## config.mk

```make
export PLATFORM = sky130hd
export DESIGN_NAME = fetch_ctrl_flat
export DESIGN_NICKNAME = d
export VERILOG_FILES = /design/src/rtl/fetch_ctrl_if.sv /design/src/rtl/fetch_ctrl.sv /design/src/flat_wrapper.sv
export SDC_FILE = /design/constraint.sdc
export NUM_CORES = 1
export LEC_CHECK = 0
export BUFFER_PORTS_ARGS = -buffer_cell sky130_fd_sc_hd__buf_2
export CAP_MARGIN = 15
export CORE_ASPECT_RATIO = 1.1
export CORE_UTILIZATION = 37
export CTS_CLUSTER_SIZE = 20
export DETAILED_ROUTE_END_ITERATION = 8
export PLACE_DENSITY = 0.76
export SYNTH_ARGS = -nofsm -noshare
export SYNTH_HDL_FRONTEND = slang
export SYNTH_SLANG_ARGS = --single-unit
export TNS_END_PERCENT = 100
```

## constraint.sdc

```tcl
create_clock -name clock -period 1.6 [get_ports clock]
set_clock_uncertainty 0.15 [all_clocks]
set_input_delay 0.4 -clock clock [delete_from_list [all_inputs] [get_ports clock]]
set_output_delay 0.4 -clock clock [all_outputs]
set_load 0.02 [all_outputs]
```

## src/rtl/fetch_ctrl_if.sv

```systemverilog
// Bundles the fetch-unit, instruction-memory, redirect and decode signals
// of fetch_ctrl. The trap redirect pair exists only when FETCH_CTRL_TRAP_EN
// is defined.
interface fetch_ctrl_if;
    logic [31:0] io_pc;
    logic        io_br_valid;
    logic [31:0] io_br_target;
`ifdef FETCH_CTRL_TRAP_EN
    logic        io_trap_valid;
    logic [31:0] io_trap_vector;
`endif
    logic [31:0] io_npc;
    logic        io_ctrl_0;
    logic        io_ctrl_1;
    logic        io_imem_req;
    logic [31:0] io_imem_addr;
    logic        io_imem_gnt;
    logic        io_imem_rvalid;
    logic [31:0] io_imem_rdata;
    logic        io_inst_valid;
    logic [31:0] io_inst;
    logic [31:0] io_inst_pc;
    logic        io_dec_ready;
    logic        io_flush;

    // Controller view
    modport master (
`ifdef FETCH_CTRL_TRAP_EN
        input  io_trap_valid,
        input  io_trap_vector,
`endif
        input  io_pc,
        input  io_br_valid,
        input  io_br_target,
        input  io_imem_gnt,
        input  io_imem_rvalid,
        input  io_imem_rdata,
        input  io_dec_ready,
        output io_npc,
        output io_ctrl_0,
        output io_ctrl_1,
        output io_imem_req,
        output io_imem_addr,
        output io_inst_valid,
        output io_inst,
        output io_inst_pc,
        output io_flush
    );

    // Environment view (fetch unit, memory, execute, decode)
    modport slave (
`ifdef FETCH_CTRL_TRAP_EN
        output io_trap_valid,
        output io_trap_vector,
`endif
        output io_pc,
        output io_br_valid,
        output io_br_target,
        output io_imem_gnt,
        output io_imem_rvalid,
        output io_imem_rdata,
        output io_dec_ready,
        input  io_npc,
        input  io_ctrl_0,
        input  io_ctrl_1,
        input  io_imem_req,
        input  io_imem_addr,
        input  io_inst_valid,
        input  io_inst,
        input  io_inst_pc,
        input  io_flush
    );
endinterface

```

## src/rtl/fetch_ctrl.sv

```systemverilog
// fetch_ctrl: sequences the PC-holding fetch unit, owns the single
// outstanding instruction-memory request and buffers one instruction for
// decode. Defining FETCH_CTRL_TRAP_EN adds a trap redirect that outranks
// a simultaneous branch.
module fetch_ctrl #(
    parameter logic [31:0] BOOT_ADDR = 32'h0000_0000
) (
    input  logic         clock,
    input  logic         reset_n,
    fetch_ctrl_if.master bus
);

    typedef enum logic [2:0] {
        BOOT,
        REQ,
        WAIT,
        DRAIN,
        DELIVER
    } state_t;

    state_t      r_state;
    state_t      w_nextState;
    logic        w_redirect;
    logic [31:0] w_target;
    logic        w_grant;
    logic        r_instValid;
    logic [31:0] r_inst;
    logic [31:0] r_instPc;

`ifdef FETCH_CTRL_TRAP_EN
    assign w_redirect = (r_state != BOOT) && (bus.io_trap_valid || bus.io_br_valid);
    assign w_target   = bus.io_trap_valid ? bus.io_trap_vector : bus.io_br_target;
`else
    assign w_redirect = (r_state != BOOT) && bus.io_br_valid;
    assign w_target   = bus.io_br_target;
`endif

    assign w_grant = (r_state == REQ) && bus.io_imem_gnt;

    // State register; reset aborts any transaction and restarts from BOOT
    always_ff @(posedge clock or negedge reset_n) begin
        if (!reset_n) begin
            r_state <= BOOT;
        end else begin
            r_state <= w_nextState;
        end
    end

    // Next state; a granted request whose response is no longer wanted drains
    always_comb begin
        w_nextState = r_state;
        case (r_state)
            BOOT: begin
                w_nextState = REQ;
            end
            REQ: begin
                if (bus.io_imem_gnt) begin
                    w_nextState = w_redirect ? DRAIN : WAIT;
                end
            end
            WAIT: begin
                if (w_redirect) begin
                    w_nextState = bus.io_imem_rvalid ? REQ : DRAIN;
                end else if (bus.io_imem_rvalid) begin
                    w_nextState = DELIVER;
                end
            end
            DRAIN: begin
                if (bus.io_imem_rvalid) begin
                    w_nextState = REQ;
                end
            end
            DELIVER: begin
                if (w_redirect || bus.io_dec_ready) begin
                    w_nextState = REQ;
                end
            end
            default: begin
                w_nextState = BOOT;
            end
        endcase
    end

    // Combinational fetch-unit and memory controls; redirect overrides hold/increment
    always_comb begin
        bus.io_ctrl_0    = 1'b0;
        bus.io_ctrl_1    = 1'b1;
        bus.io_npc       = bus.io_br_target;
        bus.io_imem_req  = 1'b0;
        bus.io_imem_addr = bus.io_pc;
        bus.io_flush     = 1'b0;
        case (r_state)
            BOOT: begin
                bus.io_ctrl_0 = 1'b1;
                bus.io_ctrl_1 = 1'b0;
                bus.io_npc    = BOOT_ADDR;
            end
            REQ: begin
                bus.io_imem_req = 1'b1;
                if (w_grant && !w_redirect) begin
                    bus.io_ctrl_1 = 1'b0;
                end
            end
            default: begin
            end
        endcase
        if (w_redirect) begin
            bus.io_ctrl_0 = 1'b1;
            bus.io_ctrl_1 = 1'b0;
            bus.io_npc    = w_target;
            bus.io_flush  = 1'b1;
        end
    end

    // Instruction buffer: tag on grant, capture on response, release on decode accept
    always_ff @(posedge clock or negedge reset_n) begin
        if (!reset_n) begin
            r_instValid <= 1'b0;
            r_inst      <= 32'h0;
            r_instPc    <= 32'h0;
        end else if (w_redirect) begin
            r_instValid <= 1'b0;
        end else begin
            case (r_state)
                REQ: begin
                    if (bus.io_imem_gnt) begin
                        r_instPc <= bus.io_pc;
                    end
                end
                WAIT: begin
                    if (bus.io_imem_rvalid) begin
                        r_inst      <= bus.io_imem_rdata;
                        r_instValid <= 1'b1;
                    end
                end
                DELIVER: begin
                    if (bus.io_dec_ready) begin
                        r_instValid <= 1'b0;
                    end
                end
                default: begin
                end
            endcase
        end
    end

    assign bus.io_inst_valid = r_instValid;
    assign bus.io_inst       = r_inst;
    assign bus.io_inst_pc    = r_instPc;

endmodule
```

## src/flat_wrapper.sv

```systemverilog
// flat-port wrapper written by rule: the top's interface ports become plain ports
module fetch_ctrl_flat 
#(
    parameter logic [31:0] BOOT_ADDR = 32'h0000_0000
)
  (clock, reset_n, bus_io_pc, bus_io_br_valid, bus_io_br_target, bus_io_imem_gnt, bus_io_imem_rvalid, bus_io_imem_rdata, bus_io_dec_ready, bus_io_npc, bus_io_ctrl_0, bus_io_ctrl_1, bus_io_imem_req, bus_io_imem_addr, bus_io_inst_valid, bus_io_inst, bus_io_inst_pc, bus_io_flush);
  fetch_ctrl_if bus_i ();
  input  logic clock;
  input  logic reset_n;
  input wire logic [$bits(bus_i.io_pc)-1:0] bus_io_pc;
  input wire logic [$bits(bus_i.io_br_valid)-1:0] bus_io_br_valid;
  input wire logic [$bits(bus_i.io_br_target)-1:0] bus_io_br_target;
  input wire logic [$bits(bus_i.io_imem_gnt)-1:0] bus_io_imem_gnt;
  input wire logic [$bits(bus_i.io_imem_rvalid)-1:0] bus_io_imem_rvalid;
  input wire logic [$bits(bus_i.io_imem_rdata)-1:0] bus_io_imem_rdata;
  input wire logic [$bits(bus_i.io_dec_ready)-1:0] bus_io_dec_ready;
  output wire logic [$bits(bus_i.io_npc)-1:0] bus_io_npc;
  output wire logic [$bits(bus_i.io_ctrl_0)-1:0] bus_io_ctrl_0;
  output wire logic [$bits(bus_i.io_ctrl_1)-1:0] bus_io_ctrl_1;
  output wire logic [$bits(bus_i.io_imem_req)-1:0] bus_io_imem_req;
  output wire logic [$bits(bus_i.io_imem_addr)-1:0] bus_io_imem_addr;
  output wire logic [$bits(bus_i.io_inst_valid)-1:0] bus_io_inst_valid;
  output wire logic [$bits(bus_i.io_inst)-1:0] bus_io_inst;
  output wire logic [$bits(bus_i.io_inst_pc)-1:0] bus_io_inst_pc;
  output wire logic [$bits(bus_i.io_flush)-1:0] bus_io_flush;
  assign bus_i.io_pc = bus_io_pc;
  assign bus_i.io_br_valid = bus_io_br_valid;
  assign bus_i.io_br_target = bus_io_br_target;
  assign bus_i.io_imem_gnt = bus_io_imem_gnt;
  assign bus_i.io_imem_rvalid = bus_io_imem_rvalid;
  assign bus_i.io_imem_rdata = bus_io_imem_rdata;
  assign bus_i.io_dec_ready = bus_io_dec_ready;
  assign bus_io_npc = bus_i.io_npc;
  assign bus_io_ctrl_0 = bus_i.io_ctrl_0;
  assign bus_io_ctrl_1 = bus_i.io_ctrl_1;
  assign bus_io_imem_req = bus_i.io_imem_req;
  assign bus_io_imem_addr = bus_i.io_imem_addr;
  assign bus_io_inst_valid = bus_i.io_inst_valid;
  assign bus_io_inst = bus_i.io_inst;
  assign bus_io_inst_pc = bus_i.io_inst_pc;
  assign bus_io_flush = bus_i.io_flush;
  fetch_ctrl #(.BOOT_ADDR(BOOT_ADDR)) u_core (.clock(clock), .reset_n(reset_n), .bus(bus_i));
endmodule
```

# Word level (Yosys, flattened, before mapping)
# Cells that the tools add are included.
# classes
eq_ne	9
mux	21
n_bitwise	1
n_reduce_logical	12
# ops
operator	n
$mux W32	2
$mux W3	5
$pmux W3 S5	1
$mux W1	10
$reduce_and A3 Y1	3
$eq A3 B2 Y1 const B	2
$ne A3 B2 Y1 const B	2
$reduce_bool A3 Y1	2
$ne A2 B2 Y1 const B	2
$pmux W1 S2	2
$reduce_and A4 Y1	1
$eq A3 B1 Y1 const B	1
$eq A3 B3 Y1 const B	1
$logic_and A1 B1 Y1	3
$logic_not A3 Y1	1
$mux W2	1
$ne A2 B1 Y1 const B	1
$logic_not A1 Y1	1
$logic_or A1 B1 Y1	1
$not A1 Y1	1
# totals
inputBits	102
output_inout_bits	133
reg_bits	68
elab_cells	47

# Depth between registers and ports, before layout
# Gate-level depths: netlist of the first run.
# depth
depth_word	7
ltp_mapped	6
ltp_nobuf	4

# Worst setup path after synthesis of the first run
# No wires, ideal clock.
# synth_path
path_kind	register to output
startpoint	reg u_core.r_state[1]
endpoint	out bus_io_ctrl_1
required_time_ns	1.050
path_slack_ns	-0.364
path_stages_with_launch	5
t_arrival_ns	1.414
path_buffers	1
path_cell_list	dfrtp_1 > buf_2 > nor3_4 > or2_2 > a21oi_1
# synth_via
elab_chain_cells	7
word_cells_on_any_way	10
classes_between	1 x eq/ne; 3 x mux; 6 x reduce/logical
# synth_lines
element	line	rtl
start: declaration	fetch_ctrl.sv:21	state_t r_state;
start signal: assignment	fetch_ctrl.sv:45	r_state <= w_nextState;
$reduce_bool A3 Y1	fetch_ctrl.sv:34	assign w_redirect = (r_state != BOOT) && bus.io_br_valid;
$logic_and A1 B1 Y1	fetch_ctrl.sv:34	
$logic_not A1 Y1	fetch_ctrl.sv:100	if (w_grant && !w_redirect) begin
$logic_and A1 B1 Y1	fetch_ctrl.sv:100	
$mux W1	fetch_ctrl.sv:100	
$pmux W1 S2	fetch_ctrl.sv:92	case (r_state)
$mux W1 *	fetch_ctrl.sv:107	if (w_redirect) begin
end: declaration	flat_wrapper.sv:19	output wire logic [$bits(bus_i.io_ctrl_1)-1:0] bus_io_ctrl_1;
# Every way passes the cells marked *; elsewhere a longest branch is shown, timed or not.

# Final worst setup path of the first run
# layout_path
startpoint	reg u_core.r_state[2]
endpoint	out bus_io_npc[22]
# layout_via
elab_chain_cells	3
word_cells_on_any_way	5
classes_between	2 x mux; 3 x reduce/logical
# layout_lines
element	line	rtl
$logic_not A3 Y1 / $reduce_bool A3 Y1 (equally long branches)	fetch_ctrl.sv:92, fetch_ctrl.sv:34	
$mux W32 / $logic_and A1 B1 Y1 (equally long branches)	fetch_ctrl.sv:92, fetch_ctrl.sv:34	
$mux W32 *	fetch_ctrl.sv:107	
end: declaration	flat_wrapper.sv:17	output wire logic [$bits(bus_i.io_npc)-1:0] bus_io_npc;
# Marked as above.

==> flow_summary.toml, run 1 <==
[synthesis]
synthCells = 238
synth_area_um2 = 3330
ys_ff_latch = 68
synth_edf_count = 0
ys.flop_type = "dfrtp_1"
ys_seq_area_share_pct = 51.0
yosys_warnings = 0
avgSynthCellArea_um2 = 14.0
yosysMostFrequentCell = "dfrtp_1"
yosysTopAreaCell = "dfrtp_1"
synthesis.nets = 340
synth_top_area_share_pct = 51.0
synth.distinct_cells = 33
synth.area.top_cells = "dfrtp_1 (51%), mux2_4 (14%), mux2_1 (10%)"
netlist_top_cells_count = "dfrtp_1 (68), nor2b_1 (33), buf_4 (32)"
async_flop_share_pct = 100

[route]
antenna_left = 0
dr_total_vias = 2793
drc = 0
via_per_inst = 4.64
firstDrtPassIters = 4
routed_wl_um = 9810
wire_per_inst_um = 16.3
drt_iter0_drc = 67

[floorplan]
io_pins = 235
rows = 35
die-width_um = 92.5
initial_core_util_pct = 39.0
die_area_um2 = 9400
dieHeight_um = 102
core_um2 = 8540

[sta]
tns_ns = -32.12
timing.final.crit_share_pct = 131
slew_violations = 0
fmax_mhz = 477
hold_viol = 0
relSlewSlack_pct = 68.7
rsz0062_at_grt = "true"
fin_ws_ns = -0.497
setup_viol = 101
fin_crit_ns = 2.10
worst_pin_slew_ns = 0.470

[cts]
cts.sinks = 68
cts.path.max_buffers = 2
clkLatencyLatePin_ns = 0.33
numCtsBuffers = 9
root_buffer = "clkbuf_8"
clk_pin_slew_ns = 0.07
tritoncts = "yes"
htreeDepth = 3

[worst_setup_path]
worstSetupStartpointType = "flip-flop"
crit_top_cell = "buf_12"
reg2reg_slack_ns = -0.43
cpPeakStageDelay_ns = 0.42
worstRegToRegCells = 8
crit_path_end_kind = "output pin"
slowest_stage = "dfrtp_2"
cp_cell_sequence = "nor3_4 > buf_12 > buf_12 > buf_16 > nor2b_4 > buf_6"
cp.required_ns = 1.05
path_max_fanout = 8
path_class = "reg2out"
reg2reg_from = "u_core.r_state[2]"
r2r_end = "u_core.bus.io_inst_pc[16]"
critPathArrivalTime_ns = 1.55

[global_route]
grt_pass1_vias = 2853
use_met3_pct = 6.31
grt_max_degree = 37
antenna_found_initial = 1
grtUsageMet1_pct = 22.4
grt_overflow_total = 0
gr-max-usage-layer = "met2"
grtUsageMet2_pct = 39.7
grt_use_total_pct = 20.9
grt_pass1_wl_um = 14800

[power]
peakVddDrop_uv = 1030
p_leak_nw = 3.10
total_power_w = 0.0106
powerDensity_nw_per_um2 = 1890

[placed_design]
pre_cts_ws_ns = -0.232
gp_congestion = 0.841
io_buffer_count = 234
dpl.hpwl_um = 6690

[status]
outcome = "finished with violations"
violations = "setup timing"

[finish]
fill_cells = 646
area_growth_pct = 67.6
fin_nets = 587
drive_gt1_share_pct = 81.4

[worst_hold_path]
holdCritStartpoint = "bus_io_imem_rdata[22]"
min_path_cells = 2
hold_end = "u_core.bus.io_inst[22]"
hp-class = "in2reg"

[run]
cap_violations = 0
==> registers in the layout, summed over array words and instances, names as in the netlist <==
signal / count
u_core.bus.io_inst: 32
u_core.r_state: 3
u_core.bus.io_inst_pc: 32
u_core.bus.io_inst_valid: 1
==> where the power goes <==
part / switching, W / internal (W)
Combinational: 0.00293 / 0.00305
Sequential: 0.000482 / 0.00255
Clock: 0.000630 / 0.000919
==> per-stage QoR <==
step,hold WS (ns),instance area (um^2),std cells,util [%]
6_report,0.140,5590,602,65.4
5_1_grt,0.118,5590,601,65.4
4_1_cts,0.115,5580,601,65.3
3_5_place_dp,0.307,4700,560,55.1
3_3_place_gp,0.300,4700,560,55.1
2_1_floorplan,-0.0456,3600,238,-
==> per-layer routing <==
layer | part of all wire (%) | vias to the layer above
li1 | - | 1269
met1 | 36 | 1368
met2 | 55 | 144
met3 | 8.0 | 12
met4 | 1.2 | 0
met5 | 0 | -
==> timing repair <==
item	CTS	global route
pin swaps	5	7
buffers inserted	17	4
gates cloned	7	0
endpoints found under the hold margin	68	0
hold buffers	1	0
gates resized for setup	88	18
endpoints found under the setup margin	101	103
==> critical path, delay by kind of cell, from the launching register on <==
family,cells,cell delay (ns)
buffers and inverters,4,0.53
flip-flops,1,0.42
AND/OR/NAND/NOR,2,0.26
==> cells in the final DEF (no fill, tap or decap), types with 3 or more instances in the layout <==
cell type  Yosys  layout
buf_6          4      34
nor2b_4        0      27
buf_4         32      16
mux2_4        30      61
nor2b_1       33       4
buf_2          1     214
dfrtp_1       68      66
buf_12         3       6
buf_16         0       6
mux2_2         4       3
clkbuf_8       0      10
==> worst max path at each step <==
stage,from,end,slack [ns]
after floorplan,u_core.r_state[1],bus_io_npc[8],-0.25
after global placement,u_core.r_state[1],bus_io_npc[9],-0.20
after global routing,u_core.r_state[2],bus_io_npc[21],-0.56
after CTS,u_core.r_state[1],bus_io_npc[27],-0.52
after detailed placement,u_core.r_state[1],bus_io_npc[9],-0.23
final,u_core.r_state[2],bus_io_npc[22],-0.50
==> cells by family after synthesis <==
family,synth area share (%)
flops,51.0
simple gates,10.7
buf+inv,11.1
compound gates,1.88
mux,25.3
==> cell type report <==
class	instances	area, um^2	share of cell area [%]
timing repair buffer	279	1900	34.0
sequential	68	1700	30.5
multi-input combinational	125	1620	29.0
clock buffer	12	145	2.60
tap	111	139	2.49
clock inverter	4	72.6	1.30
inverter	2	7.51	0.134
antenna	1	2.50	0.0448
Note: power is estimated with default switching activity, not from simulation.
==> run 2, diff against run 1 <==
--- a/config.mk
+++ b/config.mk
@@ -8,10 +8,10 @@
 export BUFFER_PORTS_ARGS = -buffer_cell sky130_fd_sc_hd__buf_2
 export CAP_MARGIN = 15
 export CORE_ASPECT_RATIO = 1.1
-export CORE_UTILIZATION = 37
+export CORE_UTILIZATION = 40
 export CTS_CLUSTER_SIZE = 20
 export DETAILED_ROUTE_END_ITERATION = 8
-export PLACE_DENSITY = 0.76
+export PLACE_DENSITY = 0.78
 export SYNTH_ARGS = -nofsm -noshare
 export SYNTH_HDL_FRONTEND = slang
 export SYNTH_SLANG_ARGS = --single-unit
==> constraint.sdc (replaced) <==
create_clock -name clock -period 2.2 [get_ports clock]
set_clock_uncertainty 0.15 [all_clocks]
set_input_delay 0.55 -clock clock [delete_from_list [all_inputs] [get_ports clock]]
set_output_delay 0.55 -clock clock [all_outputs]
set_load 0.02 [all_outputs]
==> run 2 against run 1 <==
Compared with the run above:
- the run now ends clean
- non-clock buffer count is 26 lower
- register-to-register slack better by 0.65 ns
- global-route usage is 3.5 points lower
- design area shrank 15%
- die area is 7.3% lower
- final cell count shrank 5.0%
- critical path depth fell by 1
- critical path type unchanged
- via count decreased by 6.7%
==> flow_summary.toml, run 2 (synthesis results as in run 1) <==
[status]
outcome = "finished clean"

[worst_setup_path]
critPathArrivalTime_ns = 1.46
cp.required_ns = 1.50
worstSetupStartpointType = "flip-flop"
path_max_fanout = 9
crit_path_end_kind = "output pin"
path_class = "reg2out"

[route]
drt_iter0_drc = 28
dr_total_vias = 2607
drc = 0
wire_per_inst_um = 13.9
firstDrtPassIters = 3
routed_wl_um = 7960
antenna_left = 0
via_per_inst = 4.56

[floorplan]
dieHeight_um = 97.8
die_area_um2 = 8710
core_um2 = 8000
die-width_um = 89.1
initial_core_util_pct = 41.7
rows = 34
io_pins = 235

[sta]
worst_pin_slew_ns = 0.352
fin_crit_ns = 2.16
fmax_mhz = 464
slew_violations = 0
setup_viol = 0
relSlewSlack_pct = 76.5
hold_viol = 0
whs_ns = 0.0829
timing.final.crit_share_pct = 98.0
rsz0062_at_grt = "true"
tns_ns = 0

[finish]
final_area_um2 = 4740
area_growth_pct = 42.3
final_common_cell = "buf_2"
final_cell_mix = "buf_2 (228), dfrtp_1 (65), nor2b_1 (31), mux2_1 (30), mux2_4 (30)"
final_util_pct = 59.3
fin_nets = 561
drive_gt1_share_pct = 68.1
antennaDiodeCount = 0

[global_route]
grt_use_total_pct = 17.3
antenna_found_initial = 0
grt_pass1_wl_um = 11600
grt_pass1_vias = 2574
grt_max_degree = 69
grt_overflow_total = 0

[power]
powerDensity_nw_per_um2 = 1400
p_leak_nw = 2.58
peakVddDrop_uv = 563
pwr-share-seq_pct = 32.5
total_power_w = 0.00666
p_int_w = 0.00402
p_sw_w = 0.00264
combPwrFrac_pct = 50.6
p_sw_share_pct = 39.6
clkPwrFrac_pct = 16.9

[placed_design]
dpl_cell_area_um2 = 4390
gp_congestion = 0.817
io_buffer_count = 234
dpl.hpwl_um = 6030

[cts]
numCtsBuffers = 9
htreeDepth = 3
clk_pin_slew_ns = 0.07
cts.sinks = 68
clkLatencyLatePin_ns = 0.32
holdBufCountCts = 0
root_buffer = "clkbuf_8"
cts.path.max_buffers = 2
tritoncts = "yes"

[worst_hold_path]
hp-class = "in2async"

[run]
cap_violations = 0
## run 2: what timing repair did
item,CTS,global route
pin swaps,0,1
setup buffers,0,6
setup endpoints to repair,34,34
cloned,0,3
gates resized for setup,3,22
## run 2: metrics by stage
step                setup WS [ns]  instances
global route              -0.0310        572
detailed placement          0.202        547
global placement            0.202        547
floorplan                  0.0863        238
CTS                       -0.0154        563
finish                     0.0448        572
## run 2: area by class of cell
class                      count  area [um^2]
sequential                    68         1710
multi-input combinational    125         1270
fill                         691         3250
clock inverter                 6         87.6
tap                          108          135
clock buffer                  10          138
inverter                       2         7.51
timing repair buffer         253         1400
## run 2: power by group through the flow
stage          registers [W]  clock network (W)  logic [W]
6_report             0.00217            0.00112    0.00337
5_1_grt              0.00225            0.00122    0.00359
4_1_cts              0.00220            0.00116    0.00321
3_5_place_dp         0.00221                  0    0.00319
3_3_place_gp         0.00218                  0    0.00313
2_1_floorplan        0.00289                  0    0.00145
## run 2: critical path, cell delays in order (launching register included)
cell,delay (ns)
dfrtp_2,0.44
nor3_4,0.22
buf_4,0.15
buf_6,0.12
nor2b_1,0.05
buf_2,0.15
## run 2: worst paths after layout
kind	start	to	slack (ns)	depth (start not counted)
worst min-delay path	reset_n	u_core.bus.io_inst[20]	0.08	2
worst max-delay path	u_core.r_state[1]	bus_io_npc[26]	0.04	5
worst max register to register	u_core.r_state[2]	u_core.bus.io_inst_pc[4]	0.22	6
max in group asynchronous	reset_n	u_core.r_state[1]	1.52	2
worst min register to register	u_core.bus.io_inst[16]	u_core.bus.io_inst[16]	0.34	1
min in group clock	bus_io_imem_rdata[30]	u_core.bus.io_inst[30]	0.28	2
## run 2: per-layer routing
layer / wire length, um / share of wire, % / global-route usage, % / vias up
li1: - / - / - / 1216
met1: 2900 / 36 / 17.8 / 1238
met2: 4430 / 56 / 33.3 / 144
met3: 511 / 6.4 / 4.31 / 9
met4: 117 / 1.5 / 5.74 / 0
met5: 0 / 0 / 0 / -
==> run 3, diff against run 2 <==
--- a/config.mk
+++ b/config.mk
@@ -8,10 +8,10 @@
 export BUFFER_PORTS_ARGS = -buffer_cell sky130_fd_sc_hd__buf_2
 export CAP_MARGIN = 15
 export CORE_ASPECT_RATIO = 1.1
-export CORE_UTILIZATION = 40
+export CORE_UTILIZATION = 41
 export CTS_CLUSTER_SIZE = 20
 export DETAILED_ROUTE_END_ITERATION = 8
-export PLACE_DENSITY = 0.78
+export PLACE_DENSITY = 0.8
 export SYNTH_ARGS = -nofsm -noshare
 export SYNTH_HDL_FRONTEND = slang
 export SYNTH_SLANG_ARGS = --single-unit
==> run 3 against run 2 <==
Compared with the run above:
- the flow now finishes with violations (setup timing)
- first-iteration DRC count increased by 43%
- non-clock buffer count decreased by 1
- register-to-register slack better by 0.08 ns
- largest cell class unchanged
- largest power group unchanged
==> flow_summary.toml, run 3 (synthesis results as in run 1) <==
[sta]
tns_ns = -0.587
timing.final.crit_share_pct = 102
worst_pin_slew_ns = 0.404
rsz0062_at_grt = "true"
fmax_mhz = 445
hold_viol = 0
slew_violations = 0
whs_ns = 0.0595
relSlewSlack_pct = 73.0
setup_viol = 29
fin_ws_ns = -0.0493
fin_crit_ns = 2.25

[worst_setup_path]
worstSetupStartpointType = "flip-flop"
cpPeakStageDelay_ns = 0.45
path_class = "reg2out"
path_buf_inv = 3
cp_top_family = "buffers and inverters"
crit_top_cell = "buf_2"
slowest_stage = "dfrtp_2"
setup.worst_path.start = "u_core.r_state[2]"
reg2reg_from = "u_core.r_state[1]"
critPathArrivalTime_ns = 1.55
crit_path_end_kind = "output pin"
path_max_fanout = 5
cp.required_ns = 1.50
cp_cell_sequence = "nor3_4 > buf_4 > buf_2 > nor2b_1 > buf_2"

[cts]
htreeDepth = 3
clkLatencyLatePin_ns = 0.33
numCtsBuffers = 9
root_buffer = "clkbuf_8"
clk_pin_slew_ns = 0.08
holdBufCountCts = 0
cts.path.max_buffers = 2
tritoncts = "yes"
cts.sinks = 68

[run]
cap_violations = 0

[worst_hold_path]
hp-class = "in2async"

[status]
violations = "setup timing"
outcome = "finished with violations"

[finish]
final_cell_mix = "buf_2 (234), dfrtp_1 (65), nor2b_1 (33), mux2_1 (30), mux2_4 (30)"
fin_nets = 560
fill_cells = 685
antennaDiodeCount = 0
final_common_cell = "buf_2"
area_growth_pct = 40.2
drive_gt1_share_pct = 67.6

[route]
dr_total_vias = 2612
wire_per_inst_um = 13.7
routed_wl_um = 7800
firstDrtPassIters = 4
drt_iter0_drc = 40
antenna_left = 0
drc = 0
via_per_inst = 4.57

[placed_design]
io_buffer_count = 234
dpl.hpwl_um = 5920
gp_congestion = 0.964

[global_route]
antenna_found_initial = 0
grt_use_total_pct = 17.1
grt_overflow_total = 0
grt_pass1_wl_um = 10900
grt_pass1_vias = 2441
grt_max_degree = 69

[floorplan]
rows = 34
die-width_um = 88.0
initial_core_util_pct = 42.1
die_area_um2 = 8500
core_um2 = 7910
io_pins = 235
dieHeight_um = 96.6

[power]
p_leak_nw = 2.56
powerDensity_nw_per_um2 = 1400
peakVddDrop_uv = 584
[run 3: worst paths after layout]
check,end,slack (ns),depth (start not counted)
setup / recovery,bus_io_npc[7],-0.05,5
setup reg to reg,u_core.bus.io_inst_pc[30],0.30,6
max in group asynchronous,u_core.r_state[2],1.53,2
hold reg to reg,u_core.bus.io_inst[13],0.34,1
hold / removal,u_core.bus.io_inst[1],0.06,2
min in group clock,u_core.bus.io_inst[11],0.26,2
[run 3: worst reg2reg max path: stages, from the launching register on]
cell	delay, ns
dfrtp_2	0.43
buf_4	0.15
nor3b_4	0.24
nand2_2	0.13
nor2_8	0.11
buf_12	0.21
mux2_2	0.36
[run 3: metal layers]
metal	track usage, %	routed length, um	up-vias
met3	3.99	507	12
met5	0	0	-
li1	-	-	1216
met1	16.7	2710	1238
met4	8.61	152	0
met2	33.1	4440	146
[run 3: final cells by class]
| cell class | instances | area, um^2 | share of cell area [%] |
|---|---|---|---|
| Multi-Input combinational cell | 125 | 1270 | 27.2 |
| Clock inverter | 5 | 58.8 | 1.26 |
| Clock buffer | 11 | 151 | 3.24 |
| Inverter | 2 | 7.51 | 0.161 |
| Timing Repair Buffer | 252 | 1350 | 28.8 |
| Tap cell | 108 | 135 | 2.89 |
| Sequential cell | 68 | 1710 | 36.5 |
[run 3: what timing repair did]
item | in CTS | in global routing
buffers inserted | 0 | 6
hold endpoints to repair | 0 | 0
cloned | 0 | 3
pin swaps | 1 | 1
setup endpoints to repair | 34 | 34
gates resized for setup | 5 | 8
[run 3: power breakdown]
group,internal (W),switching (W)
Clock,0.000587,0.000483
Combinational,0.00145,0.00184
Sequential,0.00185,0.000309
Total,0.00389,0.00263
[run 3: metrics by stage]
step                power [W]  instance area [um^2]  std cells  utilization, %  worst slack, ns
global placement      0.00528                  4370        546            55.2            0.237
detailed placement    0.00537                  4370        546            55.2            0.211
finish                0.00652                  4670        571            59.1          -0.0493
floorplan             0.00435                  3330        238               -           0.0863
CTS                   0.00648                  4590        562            58.0         -0.00900
global route          0.00691                  4670        571            59.1           -0.109
